[src/rtl/i2c_eeprom_resp_pkg.sv]
`default_nettype none
// ============================================================================
// Module      : i2c_eeprom_resp_pkg
// Description : Shared types for the on-chip I2C EEPROM responder: protocol
//               state enumeration, bus-condition codes and the default
//               7-bit device address.
// Revision    : 1.0  initial release
// ============================================================================
package i2c_eeprom_resp_pkg;

  // Protocol states of the responder
  typedef enum logic [3:0] {
    S_IDLE    = 4'd0,
    S_DEVADDR = 4'd1,
    S_ACK_DEV = 4'd2,
    S_ADDR_HI = 4'd3,
    S_ACK_HI  = 4'd4,
    S_ADDR_LO = 4'd5,
    S_ACK_LO  = 4'd6,
    S_WDATA   = 4'd7,
    S_ACK_W   = 4'd8,
    S_RDATA   = 4'd9,
    S_MACK    = 4'd10
  } state_t;

  // Bus conditions seen on the filtered lines
  typedef enum logic [1:0] {
    COND_NONE  = 2'd0,
    COND_START = 2'd1,
    COND_STOP  = 2'd2
  } cond_t;

  localparam logic [6:0] C_DEV_ADDR_DEFAULT = 7'h50;

endpackage
`default_nettype wire

[src/rtl/i2c_in_filter.sv]
`default_nettype none
// ============================================================================
// Module      : i2c_in_filter
// Description : Two-flop synchroniser followed by a stability filter for one
//               I2C line. A new level is accepted only after the synchronised
//               value has differed from the accepted level for FILTER clocks.
//               Pin-to-event latency is 2+FILTER clocks.
// Ports       : clk     - system clock
//               res     - asynchronous active-high reset (level resets to 1)
//               i_pin   - raw line level
//               o_level - filtered level
//               o_rise  - one-clock pulse when o_level goes 0->1
//               o_fall  - one-clock pulse when o_level goes 1->0
// Revision    : 1.0  initial release
// ============================================================================
module i2c_in_filter #(
  parameter int FILTER = 3
) (
  input  logic clk,
  input  logic res,
  input  logic i_pin,
  output logic o_level,
  output logic o_rise,
  output logic o_fall
);

  localparam int CW = (FILTER > 1) ? $clog2(FILTER) : 1;

  logic [1:0]    r_sync;
  logic [CW-1:0] r_cnt;
  logic          r_level;
  logic          r_rise;
  logic          r_fall;
  logic          w_diff;
  logic          w_done;

  assign w_diff = (r_sync[1] != r_level);
  assign w_done = w_diff && (r_cnt == CW'(FILTER - 1));

  always_ff @(posedge clk or posedge res) begin
    if (res) begin
      r_sync  <= 2'b11;
      r_cnt   <= '0;
      r_level <= 1'b1;
      r_rise  <= 1'b0;
      r_fall  <= 1'b0;
    end else begin
      r_sync <= {r_sync[0], i_pin};
      r_rise <= w_done &&  r_sync[1];
      r_fall <= w_done && !r_sync[1];
      if (!w_diff) begin
        r_cnt <= '0;
      end else if (w_done) begin
        r_cnt   <= '0;
        r_level <= r_sync[1];
      end else begin
        r_cnt <= r_cnt + CW'(1);
      end
    end
  end

  assign o_level = r_level;
  assign o_rise  = r_rise;
  assign o_fall  = r_fall;

endmodule
`default_nettype wire

[src/rtl/i2c_eeprom_resp.sv]
`default_nettype none
// ============================================================================
// Module      : i2c_eeprom_resp
// Description : I2C EEPROM responder (24LC256-compatible command set) backed
//               by an external synchronous byte RAM. Supports byte and
//               multi-byte writes, random, sequential and current-address
//               reads. The address pointer wraps over the full ADDR_BITS
//               space and survives between transactions.
// Ports       : clk       - system clock (>= 16x SCL rate)
//               res       - asynchronous active-high reset
//               scl_in    - resolved SCL level
//               sda_in    - resolved SDA level (includes our own pull-down)
//               sda_oe    - 1 = pull SDA low
//               busy      - device addressed
//               mem_addr  - RAM address pointer
//               mem_rdata - RAM read data, valid 1 clk after mem_addr
//               mem_wdata - RAM write data
//               mem_we    - one-clock RAM write strobe
// Revision    : 1.0  initial release
// ============================================================================
module i2c_eeprom_resp
  import i2c_eeprom_resp_pkg::*;
#(
  parameter logic [6:0] DEV_ADDR  = C_DEV_ADDR_DEFAULT,
  parameter int         ADDR_BITS = 15,   // supported range 9..16
  parameter int         FILTER    = 3,
  parameter bit         WRITE_EN  = 1'b1
) (
  input  logic                 clk,
  input  logic                 res,
  input  logic                 scl_in,
  input  logic                 sda_in,
  output logic                 sda_oe,
  output logic                 busy,
  output logic [ADDR_BITS-1:0] mem_addr,
  input  logic [7:0]           mem_rdata,
  output logic [7:0]           mem_wdata,
  output logic                 mem_we
);

  localparam int HW = ADDR_BITS - 8;  // address bits kept from the high byte

  // Filtered line events
  logic w_scl, w_scl_rise, w_scl_fall;
  logic w_sda, w_sda_rise, w_sda_fall;

  i2c_in_filter #(.FILTER(FILTER)) u_scl_filt (
    .clk     (clk),
    .res     (res),
    .i_pin   (scl_in),
    .o_level (w_scl),
    .o_rise  (w_scl_rise),
    .o_fall  (w_scl_fall)
  );

  i2c_in_filter #(.FILTER(FILTER)) u_sda_filt (
    .clk     (clk),
    .res     (res),
    .i_pin   (sda_in),
    .o_level (w_sda),
    .o_rise  (w_sda_rise),
    .o_fall  (w_sda_fall)
  );

  // Both filters share the same latency, so the SCL level seen here is the
  // one that was on the pin when SDA moved.
  cond_t w_cond;
  always_comb begin
    w_cond = COND_NONE;
    if (w_scl && w_sda_fall)      w_cond = COND_START;
    else if (w_scl && w_sda_rise) w_cond = COND_STOP;
  end

  // Registers
  state_t               r_state;
  logic [2:0]           r_bit_cnt;
  logic [7:0]           r_shift;
  logic                 r_rw;
  logic [HW-1:0]        r_hi;
  logic [ADDR_BITS-1:0] r_ptr;
  logic                 r_sda_oe;
  logic                 r_busy;
  logic                 r_we;
  logic [7:0]           r_wdata;
  logic                 r_inc;      // bump the pointer on the next clock
  logic                 r_mack_ok;  // master acknowledged the last read byte

  // Next-state values
  state_t               w_state_nxt;
  logic [2:0]           w_bit_nxt;
  logic [7:0]           w_shift_nxt;
  logic                 w_rw_nxt;
  logic [HW-1:0]        w_hi_nxt;
  logic [ADDR_BITS-1:0] w_ptr_nxt;
  logic                 w_oe_nxt;
  logic                 w_busy_nxt;
  logic                 w_we_nxt;
  logic [7:0]           w_wdata_nxt;
  logic                 w_inc_nxt;
  logic                 w_mack_nxt;
  logic [7:0]           w_byte;

  // Byte as it stands once the current SDA level is shifted in
  assign w_byte = {r_shift[6:0], w_sda};

  always_ff @(posedge clk or posedge res) begin
    if (res) begin
      r_state   <= S_IDLE;
      r_bit_cnt <= '0;
      r_shift   <= '0;
      r_rw      <= 1'b0;
      r_hi      <= '0;
      r_ptr     <= '0;
      r_sda_oe  <= 1'b0;
      r_busy    <= 1'b0;
      r_we      <= 1'b0;
      r_wdata   <= '0;
      r_inc     <= 1'b0;
      r_mack_ok <= 1'b0;
    end else begin
      r_state   <= w_state_nxt;
      r_bit_cnt <= w_bit_nxt;
      r_shift   <= w_shift_nxt;
      r_rw      <= w_rw_nxt;
      r_hi      <= w_hi_nxt;
      r_ptr     <= w_ptr_nxt;
      r_sda_oe  <= w_oe_nxt;
      r_busy    <= w_busy_nxt;
      r_we      <= w_we_nxt;
      r_wdata   <= w_wdata_nxt;
      r_inc     <= w_inc_nxt;
      r_mack_ok <= w_mack_nxt;
    end
  end

  always_comb begin
    w_state_nxt = r_state;
    w_bit_nxt   = r_bit_cnt;
    w_shift_nxt = r_shift;
    w_rw_nxt    = r_rw;
    w_hi_nxt    = r_hi;
    w_ptr_nxt   = r_inc ? (r_ptr + ADDR_BITS'(1)) : r_ptr;
    w_oe_nxt    = r_sda_oe;
    w_busy_nxt  = r_busy;
    w_we_nxt    = 1'b0;
    w_wdata_nxt = r_wdata;
    w_inc_nxt   = 1'b0;
    w_mack_nxt  = r_mack_ok;

    case (w_cond)
      COND_START: begin
        w_state_nxt = S_DEVADDR;
        w_bit_nxt   = '0;
        w_oe_nxt    = 1'b0;
        w_busy_nxt  = 1'b0;
        w_mack_nxt  = 1'b0;
      end
      COND_STOP: begin
        w_state_nxt = S_IDLE;
        w_bit_nxt   = '0;
        w_oe_nxt    = 1'b0;
        w_busy_nxt  = 1'b0;
        w_mack_nxt  = 1'b0;
      end
      default: begin
        case (r_state)
          S_IDLE: ;

          // Receive a byte from the master, MSB first
          S_DEVADDR, S_ADDR_HI, S_ADDR_LO, S_WDATA: begin
            if (w_scl_rise) begin
              w_shift_nxt = w_byte;
              w_bit_nxt   = r_bit_cnt + 3'd1;
              if (r_bit_cnt == 3'd7) begin
                case (r_state)
                  S_DEVADDR: begin
                    if (w_byte[7:1] == DEV_ADDR) begin
                      w_state_nxt = S_ACK_DEV;
                      w_busy_nxt  = 1'b1;
                      w_rw_nxt    = w_byte[0];
                    end else begin
                      w_state_nxt = S_IDLE;
                    end
                  end
                  S_ADDR_HI: begin
                    w_hi_nxt    = w_byte[HW-1:0];
                    w_state_nxt = S_ACK_HI;
                  end
                  S_ADDR_LO: begin
                    w_ptr_nxt   = {r_hi, w_byte};
                    w_state_nxt = S_ACK_LO;
                  end
                  default: begin  // S_WDATA
                    if (WRITE_EN) begin
                      w_wdata_nxt = w_byte;
                      w_we_nxt    = 1'b1;
                      w_inc_nxt   = 1'b1;
                      w_state_nxt = S_ACK_W;
                    end else begin
                      w_state_nxt = S_IDLE;
                      w_busy_nxt  = 1'b0;
                    end
                  end
                endcase
              end
            end
          end

          // First falling edge asserts the ACK, the next one releases it
          S_ACK_DEV, S_ACK_HI, S_ACK_LO, S_ACK_W: begin
            if (w_scl_fall) begin
              if (!r_sda_oe) begin
                w_oe_nxt = 1'b1;
              end else begin
                w_oe_nxt  = 1'b0;
                w_bit_nxt = '0;
                case (r_state)
                  S_ACK_DEV: begin
                    if (r_rw) begin
                      w_state_nxt = S_RDATA;
                      w_shift_nxt = mem_rdata;
                      w_oe_nxt    = ~mem_rdata[7];
                      w_inc_nxt   = 1'b1;
                    end else begin
                      w_state_nxt = S_ADDR_HI;
                    end
                  end
                  S_ACK_HI: w_state_nxt = S_ADDR_LO;
                  default:  w_state_nxt = S_WDATA;
                endcase
              end
            end
          end

          // Drive the byte out; bit 7 of the shift register is on the line
          S_RDATA: begin
            if (w_scl_rise) begin
              w_bit_nxt = r_bit_cnt + 3'd1;
              if (r_bit_cnt == 3'd7) begin
                w_state_nxt = S_MACK;
                w_mack_nxt  = 1'b0;
              end
            end else if (w_scl_fall) begin
              w_shift_nxt = {r_shift[6:0], 1'b0};
              w_oe_nxt    = ~r_shift[6];
            end
          end

          S_MACK: begin
            if (w_scl_rise) begin
              if (w_sda) begin
                w_state_nxt = S_IDLE;
                w_busy_nxt  = 1'b0;
              end else begin
                w_mack_nxt = 1'b1;
              end
            end else if (w_scl_fall) begin
              if (r_mack_ok) begin
                w_state_nxt = S_RDATA;
                w_mack_nxt  = 1'b0;
                w_bit_nxt   = '0;
                w_shift_nxt = mem_rdata;
                w_oe_nxt    = ~mem_rdata[7];
                w_inc_nxt   = 1'b1;
              end else begin
                w_oe_nxt = 1'b0;
              end
            end
          end

          default: w_state_nxt = S_IDLE;
        endcase
      end
    endcase
  end

  assign sda_oe    = r_sda_oe;
  assign busy      = r_busy;
  assign mem_addr  = r_ptr;
  assign mem_wdata = r_wdata;
  assign mem_we    = r_we;

endmodule
`default_nettype wire

[config.mk]
export PLATFORM = sky130hd
export DESIGN_NAME = i2c_eeprom_resp
export DESIGN_NICKNAME = d
export VERILOG_FILES = /design/src/rtl/i2c_eeprom_resp_pkg.sv /design/src/rtl/i2c_in_filter.sv /design/src/rtl/i2c_eeprom_resp.sv
export SDC_FILE = /design/constraint.sdc
export NUM_CORES = 1
export LEC_CHECK = 0
export BUFFER_PORTS_ARGS = -buffer_cell sky130_fd_sc_hd__buf_2
export CORE_UTILIZATION = 52
export CTS_CLUSTER_SIZE = 12
export DETAILED_ROUTE_END_ITERATION = 7
export PLACE_DENSITY_LB_ADDON = 0.1
export SYNTH_ARGS = -nofsm -noshare
export SYNTH_HDL_FRONTEND = slang
export SYNTH_SLANG_ARGS = --single-unit
[constraint.sdc]
create_clock -name clk -period 2.2 [get_ports clk]
set_clock_uncertainty 0.15 [all_clocks]
set_input_delay 0.55 -clock clk [delete_from_list [all_inputs] [get_ports clk]]
set_output_delay 0.55 -clock clk [all_outputs]
set_load 0.05 [all_outputs]
==> out/summary.txt <==
Run status: finished, final reports clean
TritonCTS Buffers: 9
Area post-placement: 3770 sq um
Boundary Pins: 38
R2R Path Start: r_state[1]
CTS tree: done
Switch share: 37.2%
Clock Power Share: 21.2%
Worst-skew pair later-pin latency: 0.34 ns
Die Y: 81.7 um
TritonRoute pass-1 iters: 4
Vias in the first global route: 2504
Top_reg_cell synth: dfrtp_1
Syn_nets: 335
Postcts setup bufs: 0
Cell-internal power: 0.00289 W
Final setup viols: 0
Tmin final: 2.09 ns
F_max: 478 MHz
Area growth from synthesis to layout: 19.8%
Crit path launch type: flop
WL final: 7400 um
XOR/XNOR share of the synthesized area: 3.71%
Switch Pwr: 0.00171 W
CTS max path bufs: 2
YS warnings: 0
Worst vdd ir: 0.000905 V
Total track usage: 24.7%
DP HPWL: 5360 um
Synth Area in Compound Gates: 14.9%
Static Leak: 1.85 nW
Max Cap Viol: 0
Post-synthesis adder-cell area fraction: 1.14%
Core Area: 6030 sq um
Placed Cells: 445
Sink Count: 64
Vias: 2652
Post-route cell area: 3960 sq um
Hold Path Class: primary input to async pin
Register area: 1610 sq um
Worst Setup End Kind: flop
Post-synthesis instance area: 3310 sq um
DIE AREA: 6680 sq um
# diodes: 0
Mux cell area share after synthesis: 11.1%
Routability congestion estimate: 0.934
Std cell rows: 28
Routed vias/inst: 5.75
Syn Inst Count: 320
Seq cells post-synth: 64
DRT iter0 DRCs: 211
Slew @ Worst Pin: 0.498 ns
Setup_tns: 0 ns
Largest net degree at the start of global routing: 33
H-tree depth: 3
Finished Layout Cells: 461
Period utilization: 95.2%
RSZ-0062 raised after global routing: no
Remaining DRCs: 0
Final net count: 396
Die X: 81.7 um
Largest family of logic cells by synthesized area: simple AND/OR/NAND/NOR gates
DR WL/cell: 16.1 um
Starting density of the core: 54.9%
Antenna Nets Post-Route: 0
Final core utilization: 65.7%
Async set-reset flop share out of synthesis: 100%
DP Worst Slack: 0.0703 ns
Final worst slack: 0.106 ns
FILL cells: 480
Initial antenna violation count: 0
GR Overflow Total: 0
First-pass GRT wire length: 12300 um
Critical path class: flop to flop
Comb pwr share: 42.8%
CTS clock-pin slew for the worst setup and hold paths: 0.08 ns
Post-synth EDFFs: 0
Worst path arrival time: 2.16 ns
CP max FO: 17
Post-Synth Simple-Gate Area: 17.0%
Multi-input gate area: 1580 sq um
Share of cells above drive strength 1: 33.9%
WP data required: 2.27 ns
PwrDens: 1160 nW/um^2
Crit path from: r_state[1]
Rel. slew slack: 66.5%
I/O Buffers: 37
Root buffer cell: clkbuf_8
Slew Limit Fails: 0
Sequential share of the synthesized area: 48.7%
Sequential Power Share: 36.0%
Post-synthesis average cell area: 10.3 sq um
Final Hold Fails: 0
Cell variety after synth: 59
-- critical path: stages, from the launching register on --
cell       delay, ns
dfrtp_1         0.44
buf_4           0.22
a21oi_1         0.12
o21ai_0         0.13
a2111oi_4       0.36
buf_4           0.20
mux2_2          0.34
-- metrics by stage --
step           hold WS [ns]  total power, W
3_5_place_dp          0.197         0.00362
3_3_place_gp          0.197         0.00358
5_1_grt              0.0773         0.00491
4_1_cts              0.0570         0.00460
6_report             0.0485         0.00460
2_1_floorplan         0.195         0.00299
-- cells by family (layout without fill, tap and decap cells) --
group,count (synthesis),after routing
AND/OR/NAND/NOR,107,107
AO/OA/AOI/OAI,73,73
flip-flops,64,64
multiplexers,33,33
buffers and inverters,26,92
XOR/XNOR,14,14
adder cells (fa/ha/maj),3,3
-- power by group through the flow --
stage                     Sequential (W)  Clock, W  Combinational, W
final                            0.00165  0.000976           0.00197
after global routing             0.00169   0.00104           0.00218
after CTS                        0.00165  0.000990           0.00196
after detailed placement         0.00167         0           0.00195
after global placement           0.00166         0           0.00192
after floorplan                  0.00161         0           0.00139
-- Yosys cell counts (all sizes together), types with 3 or more instances --
cell | count | area (sq um)
xnor2 | 6 | 52.6
nor4bb | 3 | 30.0
mux2 | 30 | 338
dfstp | 6 | 158
buf | 10 | 57.6
o211ai | 3 | 22.5
nand3 | 11 | 55.1
clkbuf | 7 | 26.3
nor3 | 7 | 46.3
nor2 | 29 | 109
nand2 | 25 | 93.8
dfrtp | 58 | 1450
o21ai | 15 | 78.8
xor2 | 8 | 70.1
nor2b | 5 | 31.3
ha | 3 | 37.5
o21a | 3 | 22.5
a31oi | 3 | 18.8
nand4 | 8 | 50.1
inv | 8 | 30.0
mux2i | 3 | 30.0
a21oi | 25 | 129
a211oi | 6 | 45.0
nand2b | 4 | 25.0
-- worst paths after layout --
kind / endpoint / slack (ns) / cells after the start
max in group asynchronous: u_sda_filt.r_sync[0] / 1.30 / 3
worst min register to register: u_scl_filt.r_sync[1] / 0.21 / 0
worst max register to register: r_shift[5] / 0.11 / 6
worst min-delay path: mem_addr[5] / 0.05 / 2
min in group clk: u_scl_filt.r_sync[0] / 0.16 / 1
worst max-delay path: r_shift[5] / 0.11 / 6
-- metal layers --
layer	up-vias	share of wire, %	global-route usage [%]
li1	1285	-	-
met1	1267	49	36.3
met2	85	44	35.7
met3	15	4.5	4.11
met4	0	2.3	10.9
met5	-	0	0
-- registers in the layout, summed over array words and instances, names as in the netlist --
register            flops
mem_addr               15
mem_wdata               8
r_hi                    7
r_shift                 7
r_state                 4
r_bit_cnt               3
u_scl_filt.r_cnt        2
u_scl_filt.r_sync       2
u_sda_filt.r_cnt        2
u_sda_filt.r_sync       2
busy                    1
mem_we                  1
r_inc                   1
r_mack_ok               1
r_rw                    1
sda_oe                  1
u_scl_filt.o_fall       1
u_scl_filt.o_level      1
u_scl_filt.o_rise       1
u_sda_filt.o_fall       1
u_sda_filt.o_level      1
u_sda_filt.o_rise       1
-- timing repair --
| action | CTS | global route |
|---|---|---|
| setup endpoints to repair | 0 | 12 |
| resized for setup | 0 | 3 |
| hold buffers | 0 | 0 |
-- layout make-up --
type / instances / area share, %
clock buffer: 11 / 3.32
clock inverter: 5 / 1.45
inverter: 9 / 0.948
multi-input combinational: 230 / 39.9
sequential: 64 / 40.7
tap: 75 / 2.37
timing repair buffer: 67 / 11.3
-- placed cells by master (no fill, tap or decap), types with 3 or more instances in the layout --
cell	synthesis	routed
a21oi_1	24	24
clkbuf_8	0	9
a31oi_1	3	3
nor2_1	29	29
o21a_1	3	3
mux2_2	30	30
buf_4	1	27
buf_12	0	3
nand2b_1	4	4
nand2_1	25	25
nor3_1	6	6
nand4_1	8	8
nor4bb_1	3	3
inv_1	7	6
dfrtp_2	0	3
nor2b_1	5	5
a211oi_1	6	6
o211ai_1	3	3
xor2_1	8	8
nand3_1	11	11
o21ai_1	2	3
o21ai_0	12	11
xnor2_1	6	6
ha_1	3	3
buf_2	7	37
dfrtp_1	58	55
mux2i_1	3	3
dfstp_2	6	6
Note: power is estimated with default switching activity, not from simulation.
